<file path="src/rtl/booth_mult_seq.sv">
// Sequencer for the signed radix-2 Booth multiplier used by MULT.
// It performs one add/shift per clock and publishes {hi, lo} with a one-cycle done pulse.
module booth_mult_seq #(
  parameter int WIDTH = 32,
  parameter int CNT_W = 6
) (
  input  logic             clock,
  input  logic             reset,
  input  logic             start,
  input  logic [WIDTH-1:0] operand1,
  input  logic [WIDTH-1:0] operand2,
  output logic             busy,
  output logic             stall,
  output logic             done,
  output logic [WIDTH-1:0] hi,
  output logic [WIDTH-1:0] lo
);

  localparam int PW = 2 * WIDTH + 2;

  typedef enum logic [1:0] {
    ST_IDLE = 2'd0,
    ST_RUN  = 2'd1,
    ST_DONE = 2'd2
  } state_e;

  state_e           state_q, state_d;
  logic [CNT_W-1:0] cnt_q, cnt_d;
  logic [PW-1:0]    a_q, a_d;
  logic [PW-1:0]    s_q, s_d;
  logic [PW-1:0]    p_q, p_d;
  logic [WIDTH-1:0] hi_q, hi_d;
  logic [WIDTH-1:0] lo_q, lo_d;
  logic             busy_q, busy_d;
  logic             done_q, done_d;

  logic [WIDTH:0]   m_ext_s;
  logic [WIDTH:0]   m_neg_s;
  logic [PW-1:0]    p_sum_s;
  logic [PW-1:0]    p_step_s;
  logic             load_s;

  // Extending the multiplicand by one bit keeps -2^(WIDTH-1) representable once negated.
  always_comb begin
    m_ext_s = {operand1[WIDTH-1], operand1};
    m_neg_s = ~m_ext_s + {{WIDTH{1'b0}}, 1'b1};
    load_s  = start && ((state_q == ST_IDLE) || (state_q == ST_DONE));
  end

  // One Booth step: add A or S depending on the bit pair, then arithmetic shift right.
  always_comb begin
    case (p_q[1:0])
      2'b01:   p_sum_s = p_q + a_q;
      2'b10:   p_sum_s = p_q + s_q;
      default: p_sum_s = p_q;
    endcase
    p_step_s = {p_sum_s[PW-1], p_sum_s[PW-1:1]};
  end

  // Next-state and datapath register selection.
  always_comb begin
    state_d = state_q;
    cnt_d   = cnt_q;
    a_d     = a_q;
    s_d     = s_q;
    p_d     = p_q;
    hi_d    = hi_q;
    lo_d    = lo_q;
    busy_d  = busy_q;
    done_d  = 1'b0;
    if (load_s) begin
      a_d     = {m_ext_s, {(WIDTH + 1){1'b0}}};
      s_d     = {m_neg_s, {(WIDTH + 1){1'b0}}};
      p_d     = {{(WIDTH + 1){1'b0}}, operand2, 1'b0};
      cnt_d   = {CNT_W{1'b0}};
      busy_d  = 1'b1;
      state_d = ST_RUN;
    end else begin
      case (state_q)
        ST_RUN: begin
          p_d   = p_step_s;
          cnt_d = cnt_q + CNT_W'(1);
          // The final step lands the product straight from the stepped P.
          if (cnt_q == CNT_W'(WIDTH - 1)) begin
            hi_d    = p_step_s[2*WIDTH:WIDTH+1];
            lo_d    = p_step_s[WIDTH:1];
            busy_d  = 1'b0;
            done_d  = 1'b1;
            state_d = ST_DONE;
          end else begin
            state_d = ST_RUN;
          end
        end
        ST_DONE: begin
          busy_d  = 1'b0;
          state_d = ST_IDLE;
        end
        ST_IDLE: begin
          busy_d  = 1'b0;
          state_d = ST_IDLE;
        end
        default: begin
          busy_d  = 1'b0;
          cnt_d   = {CNT_W{1'b0}};
          state_d = ST_IDLE;
        end
      endcase
    end
  end

  // State and output registers; reset clears everything including hi/lo.
  always_ff @(posedge clock or negedge reset) begin
    if (!reset) begin
      state_q <= ST_IDLE;
      cnt_q   <= {CNT_W{1'b0}};
      a_q     <= {PW{1'b0}};
      s_q     <= {PW{1'b0}};
      p_q     <= {PW{1'b0}};
      hi_q    <= {WIDTH{1'b0}};
      lo_q    <= {WIDTH{1'b0}};
      busy_q  <= 1'b0;
      done_q  <= 1'b0;
    end else begin
      state_q <= state_d;
      cnt_q   <= cnt_d;
      a_q     <= a_d;
      s_q     <= s_d;
      p_q     <= p_d;
      hi_q    <= hi_d;
      lo_q    <= lo_d;
      busy_q  <= busy_d;
      done_q  <= done_d;
    end
  end

  assign busy  = busy_q;
  assign stall = busy_q;
  assign done  = done_q;
  assign hi    = hi_q;
  assign lo    = lo_q;

endmodule

</file>
<file path="config.mk">
export PLATFORM = sky130hd
export DESIGN_NAME = booth_mult_seq
export DESIGN_NICKNAME = d
export VERILOG_FILES = /design/src/rtl/booth_mult_seq.sv
export SDC_FILE = /design/constraint.sdc
export NUM_CORES = 1
export LEC_CHECK = 0
export ABC_AREA = 1
export BUFFER_PORTS_ARGS = -buffer_cell sky130_fd_sc_hd__clkbuf_2
export CAP_MARGIN = 10
export CELL_PAD_IN_SITES_DETAIL_PLACEMENT = 1
export CELL_PAD_IN_SITES_GLOBAL_PLACEMENT = 1
export CORE_MARGIN = 4
export CORE_UTILIZATION = 33
export DETAILED_ROUTE_END_ITERATION = 8
export GPL_TIMING_DRIVEN = 0
export HOLD_SLACK_MARGIN = 0.12
export PLACE_DENSITY = 0.74
export SETUP_SLACK_MARGIN = 0.2
export SLEW_MARGIN = 20
export SYNTH_ARGS = -nofsm -noshare
export SYNTH_HDL_FRONTEND = slang
export SYNTH_SLANG_ARGS = --single-unit
</file>
<file path="constraint.sdc">
create_clock -name clock -period 2.42 [get_ports clock]
set_input_delay 0.484 -clock clock [delete_from_list [all_inputs] [get_ports clock]]
set_output_delay 0.484 -clock clock [all_outputs]
set_load 0.01 [all_outputs]
</file>
==> flow_summary.ini, run 1 <==
[layout]
num_antenna_cells = 0
layout_common_cells = 404 x nand2_1, 202 x dfrtp_1, 178 x inv_1
final_common_cell = nand2_1
nets = 1859
drive_above_1_share_pct = 35.42
areaGrowthSynthToFinish_pct = 39.45
fill_cells = 4107
final_core_util_pct = 47.18

[floorplan]
row_count = 67
fp.dieW_um = 194.4
dieArea_mm2 = 0.03777
initial_utilization_pct = 33.84
io_pins = 134
fp.dieH_um = 194.4
core_mm2 = 0.03387

[placement]
port_buffers = 133
dp.final_hpwl_um = 31080
gp_congestion = 0.9006

[setup_path]
cp-end-kind = flip-flop
arrival_ps = 3140
crit_fanout = 10
start_kind = flip-flop
worstSetupPathType = flip-flop to flip-flop
required_ps = 2840

[synthesis]
synth_mux_area_share_pct = 0.2620
ys.flop_type = dfrtp_1
syn_area_mm2 = 0.01146
synth-compound-area-share_pct = 12.16
synthSimpleGateAreaFrac_pct = 29.59
synth-async-reset-ratio_pct = 100.0
synth_top_area_share_pct = 44.11
synthCells = 1540
ys_ff_latch = 202
synth_top_family_by_area = simple AND/OR/NAND/NOR gates
ys_seq_area_share_pct = 44.11
synth_top_area_cell = dfrtp_1
yosysUniqueCellTypes = 49
yosysWarnings = 0
synth_nets = 1643
synthAdderAreaFrac_pct = 3.996
synth_area_leaders = dfrtp_1 44%, nand2_1 18%, inv_1 6.2%, nand3_1 4.5%, ha_1 3.8%
avgSynthCellArea_um2 = 7.441
synth_edf_count = 0
synth_xor_area_share_pct = 1.070

[route]
wl_per_cell_um = 21.03
dr.pass1.iters = 5
drt_iter0_markers = 776
wirelength_um = 46640
drc = 0
ant_nets = 0
num_vias = 11600
viasPerCell = 5.231

[timing]
slew_headroom_pct = 45.96
min_period_ps = 2716
fin_ws_ps = -295.6
rsz0062_at_grt = true
fmax_mhz = 368.2
worst_clock_skew_ps = 9.607
setup_violations = 56
worstMarginPinSlew_ps = 810.6
period_share_pct = 112.2
finalMaxSlewViolations = 0
hold_viol_final = 0

[grt]
antenna_found_initial = 0
grt_pass1_vias = 12300
overflow = 0
grt_pass1_wl_um = 68810
grt_usage_pct = 22.45
grt_max_degree = 77

[clocking]
cts-htree-levels = 1
cts.sinks = 202
cts_inserted_buffers = 23
cts_root_buf = clkbuf_16
clk_latency_ps = 540
clockBufferDepth = 3
clk_pin_slew_worst_paths_ps = 70
cts_tree = yes

[status]
violations = setup timing
outcome = finished with violations

[hold_path]
hp-class = primary input to flip-flop

[job]
drv_cap = 0
[stage by stage]
stage	instances	setup TNS, ps	worst slack [ps]	hold WS [ps]	instance area [um2]
after floorplan	1540	0	101.8	188.4	11580
after global routing	2218	-18890	-426.5	171.3	15980
after global placement	2121	-694530	-3302	457.0	12810
after detailed placement	2123	-37310	-838.3	462.0	12870
after CTS	2204	-6381	-211.4	144.2	14980
final	2218	-11810	-295.6	159.1	15980
[state kept, by name, indices dropped and copies added (netlist names), 6 cells and up]
signal  cells
hi         32
s_q        33
lo         32
a_q        31
p_q        65
cnt_q       6
[worst paths after layout]
| check | endpoint | slack, ps | cells past startpoint | startpoint |
|---|---|---|---|---|
| max | p_q[56]$_DFFE_PN0P_ | -300 | 18 | p_q[1]$_DFFE_PN0P_ |
| min | p_q[24]$_DFFE_PN0P_ | 160 | 3 | operand2[23] |
| max reg2reg | p_q[56]$_DFFE_PN0P_ | -300 | 18 | p_q[1]$_DFFE_PN0P_ |
| min reg2reg | hi[0]$_DFFE_PN0P_ | 470 | 2 | hi[0]$_DFFE_PN0P_ |
| max in group asynchronous | p_q[58]$_DFFE_PN0P_ | 1150 | 3 | reset |
| min in group asynchronous | lo[6]$_DFFE_PN0P_ | 480 | 2 | reset |
[final cells by class]
class / count / area [um2] / area share, %
buffer: 59 / 386.6 / 2.419
tap: 448 / 560.5 / 3.508
clock buffer: 33 / 683.2 / 4.275
multi-input combinational: 1084 / 7276 / 45.53
sequential: 202 / 5055 / 31.63
timing repair buffer: 191 / 1207 / 7.556
inverter: 195 / 735.7 / 4.604
clock inverter: 6 / 76.32 / 0.4776
[cells in the mapped netlist (2+ instances only)]
cell type,count
buf_6,3
or2_2,10
nor2_4,7
a22o_1,3
a21o_1,2
dfrtp_1,202
nor2_8,2
nand3_1,103
nand2_1,535
buf_2,18
nor2_1,90
xnor2_1,6
o21bai_1,6
o311ai_0,2
nor2_2,4
nand2_2,4
nor4_1,4
nand2_4,3
nor3_1,8
a31oi_1,2
nand4_1,6
and2_1,2
inv_1,189
buf_4,3
or2_1,2
nand3b_1,5
inv_2,6
o22ai_1,7
a22oi_1,8
o21ai_0,80
o21a_1,2
o211ai_1,23
clkbuf_1,33
buf_1,2
o21ai_1,46
xor2_1,8
ha_1,35
a21oi_1,36
nand3_2,5
o31ai_1,3
mux2i_1,3
o221ai_1,15
[routing by layer]
layer / vias up / track usage [%] / wire (um) / share of wire, %
met5: - / 0 / 0 / 0
met4: 0 / 6.146 / 1739 / 3.7
met3: 101 / 3.601 / 2001 / 4.3
met2: 298 / 38.30 / 22900 / 49
met1: 5814 / 29.79 / 20000 / 43
li1: 5389 / - / - / -
[critical path, stage by stage, from the launching register on]
cell       delay (ps)
dfrtp_1           420
ha_4              210
buf_12            150
clkbuf_16         170
nand2_2            80
nand2_4            70
fa_2              380
nand2_2           120
nand2_4           100
nand3_4           110
nand2_4            80
nand2_4            90
nand2_8            70
nand2_4            80
nand2_2            50
nand2_2            60
nand3_2           120
nand3_2           140
o21ai_2            60
[repair_timing]
action,in CTS,in global routing
gates resized for setup,232,225
pin swaps,76,106
setup buffers,40,13
setup endpoints to repair,72,92
hold buffers,1,0
cloned,1,1
endpoints found under the hold margin,57,0
[cells by family (layout without fill, tap and decap cells)]
family | count (synthesis) | count (layout)
simple gates | 794 | 794
buf+inv | 254 | 484
fa+ha+maj | 36 | 36
mux | 3 | 3
xor+xnor | 14 | 14
compound gates | 237 | 237
flops | 202 | 202
Power of run 1 is left out: the tool's default activity adds up to more than one toggle a clock period on the data nets, which glitch-free logic cannot reach.
==> inputs of run 2 (changes only) <==
- PLACE_DENSITY: 0.74 -> 0.71
- clock period: 2.42 -> 3.2 ns (I/O delays scaled with it)
==> flow_summary.ini, run 2 (same netlist as run 1, synthesis figures left out) <==
[status]
outcome = complete, no violations

[route]
wl_per_cell_um = 18.28
drc = 0
ant_nets = 0
wirelength_um = 40130
drt_iter0_markers = 520
routed.top_layer = met4
route.met2.wl_um = 18760
drt-met1-wl_um = 19310
dr.pass1.iters = 5
num_vias = 10860
viasPerCell = 4.947
wl_met3_um = 1387

[setup_path]
critPathMostFrequentCell = nand2_1
arrival_ps = 3290
regToRegSetupSlack_ps = 320
start_kind = flip-flop
slowest_stage = dfrtp_1
crit_fanout = 10
required_ps = 3610
max_stage_delay_ps = 410
worstSetupPathType = flip-flop to flip-flop
timing.critical_path.cells = ha_4 -> buf_12 -> buf_8 -> nand2_1 -> o21ai_0 -> ha_1 -> nand2_1 -> inv_1 -> a21oi_1 -> nand2_2 -> nand2_1 -> nand2_1 -> nand2_1 -> nand2_1 -> nand2_1 -> nand3_1 -> nand3_1 -> nand2_1
cp-end-kind = flip-flop
timing.rr.end = p_q[60]$_DFFE_PN0P_
r2r_start = p_q[1]$_DFFE_PN0P_
worst_r2r_path_depth = 18

[clocking]
cts_inserted_buffers = 24
cts_root_buf = clkbuf_16
cts.sinks = 202
cts_tree = yes
cts-htree-levels = 1
clockBufferDepth = 3
clk_latency_ps = 540
clk_pin_slew_worst_paths_ps = 60

[layout]
num_antenna_cells = 0
regMostFlops = p_q
largest_register_ffs = 65
drive_above_1_share_pct = 19.29
layout_common_cells = 518 x nand2_1, 202 x dfrtp_1, 188 x inv_1
final_common_cell = nand2_1
top_regs = p_q (65), s_q (33)
fill_cells = 4255
finalNonFillerCells = 2195
nets = 1832
final_core_util_pct = 41.70
areaGrowthSynthToFinish_pct = 23.24

[timing]
slew_headroom_pct = 39.98
fmax_mhz = 347.6
setup_violations = 0
fin_hold_ws_ps = 317.9
period_share_pct = 89.91
final.setup.tns_ps = 0
worst_clock_skew_ps = 25.68
min_period_ps = 2877
worstMarginPinSlew_ps = 900.4
finalMaxSlewViolations = 0
hold_viol_final = 0
rsz0062_at_grt = true

[floorplan]
initial_utilization_pct = 33.84
core_mm2 = 0.03387
dieArea_mm2 = 0.03777
row_count = 67
fp.dieW_um = 194.4
io_pins = 134
fp.dieH_um = 194.4

[hold_path]
min-delay-start = operand2[15]
hp-class = primary input to flip-flop
hold_depth = 3
holdPathEnd = p_q[16]$_DFFE_PN0P_

[grt]
overflow = 0
grt_pass1_wl_um = 62600
antenna_found_initial = 0
grt_max_degree = 81
grt_pass1_vias = 11010
grt_usage_pct = 20.59

[power]
pwr-share-clk_pct = 16.0
peakVddDrop_v = 0.0005483
total_power_mw = 18.25
pwr-share-seq_pct = 24.8
p_leak_nw = 7.278
p_sw_mw = 8.697
cellPowerDensity_mw_per_mm2 = 1292
switching_share_pct = 47.66
p_int_mw = 9.550
p_comb_share_pct = 59.2

[placement]
dp.final_hpwl_um = 30750
port_buffers = 133
post-place-cells = 2123
gp_congestion = 0.9100

[job]
drv_cap = 0
run 2: worst max-delay path, delay by kind of cell (launching register included):
family                   cells  cell delay, ps
adder cells (fa/ha/maj)      2             550
flip-flops                   1             410
AO/OA/AOI/OAI                2             300
AND/OR/NAND/NOR             11            1110
buffers and inverters        3             360
run 2: worst max path at each step:
stage | slack [ps] | cells past startpoint | startpoint | endpoint
floorplan | 690 | 17 | p_q[0]$_DFFE_PN0P_ | p_q[46]$_DFFE_PN0P_
global placement | -2670 | 1 | reset | hi[25]$_DFFE_PN0P_
detailed placement | -440 | 19 | p_q[0]$_DFFE_PN0P_ | hi[25]$_DFFE_PN0P_
CTS | 170 | 20 | p_q[0]$_DFFE_PN0P_ | p_q[53]$_DFFE_PN0P_
global route | 140 | 20 | p_q[1]$_DFFE_PN0P_ | p_q[64]$_DFFE_PN0P_
finish | 320 | 18 | p_q[1]$_DFFE_PN0P_ | p_q[60]$_DFFE_PN0P_
run 2: layout make-up:
class                           count  area, um2  share of cell area [%]
Multi-Input combinational cell   1084       5653                   40.02
Sequential cell                   202       5055                   35.79
Timing Repair Buffer              163      942.2                   6.671
Inverter                          195      732.0                   5.183
Clock buffer                       36      715.7                   5.067
Tap cell                          448      560.5                   3.969
Buffer                             59      330.3                   2.339
Clock inverter                      8      135.1                  0.9568
run 2: power by group through the flow:
| stage | Clock [mW] | Combinational (mW) | Sequential [mW] |
|---|---|---|---|
| finish | 2.93 | 10.8 | 4.52 |
| detailed placement | 0 | 9.44 | 4.53 |
| CTS | 2.99 | 9.92 | 4.50 |
| floorplan | 0 | 6.37 | 4.47 |
| global route | 3.12 | 12.1 | 4.65 |
| global placement | 0 | 9.14 | 4.50 |
run 2: stage by stage:
| step | setup WS [ps] | cell area (um2) |
|---|---|---|
| finish | 322.7 | 14120 |
| global route | 142.1 | 14120 |
| CTS | 169.4 | 13790 |
| detailed placement | -443.1 | 12750 |
| global placement | -2672 | 12690 |
| floorplan | 688.0 | 11460 |
run 2: layer usage:
layer | track usage, % | vias up
met5 | 0 | -
met4 | 3.698 | 0
met3 | 2.389 | 43
met2 | 33.98 | 166
met1 | 29.66 | 5320
li1 | - | 5330
run 2: repair_timing:
item	in CTS	in global routing
setup endpoints to repair	58	45
setup buffers	12	15
hold endpoints to repair	46	0
gates resized for setup	38	68
hold buffers	1	0
gates cloned	0	0
pin swaps	12	19
(Power assumes the default switching activity.)
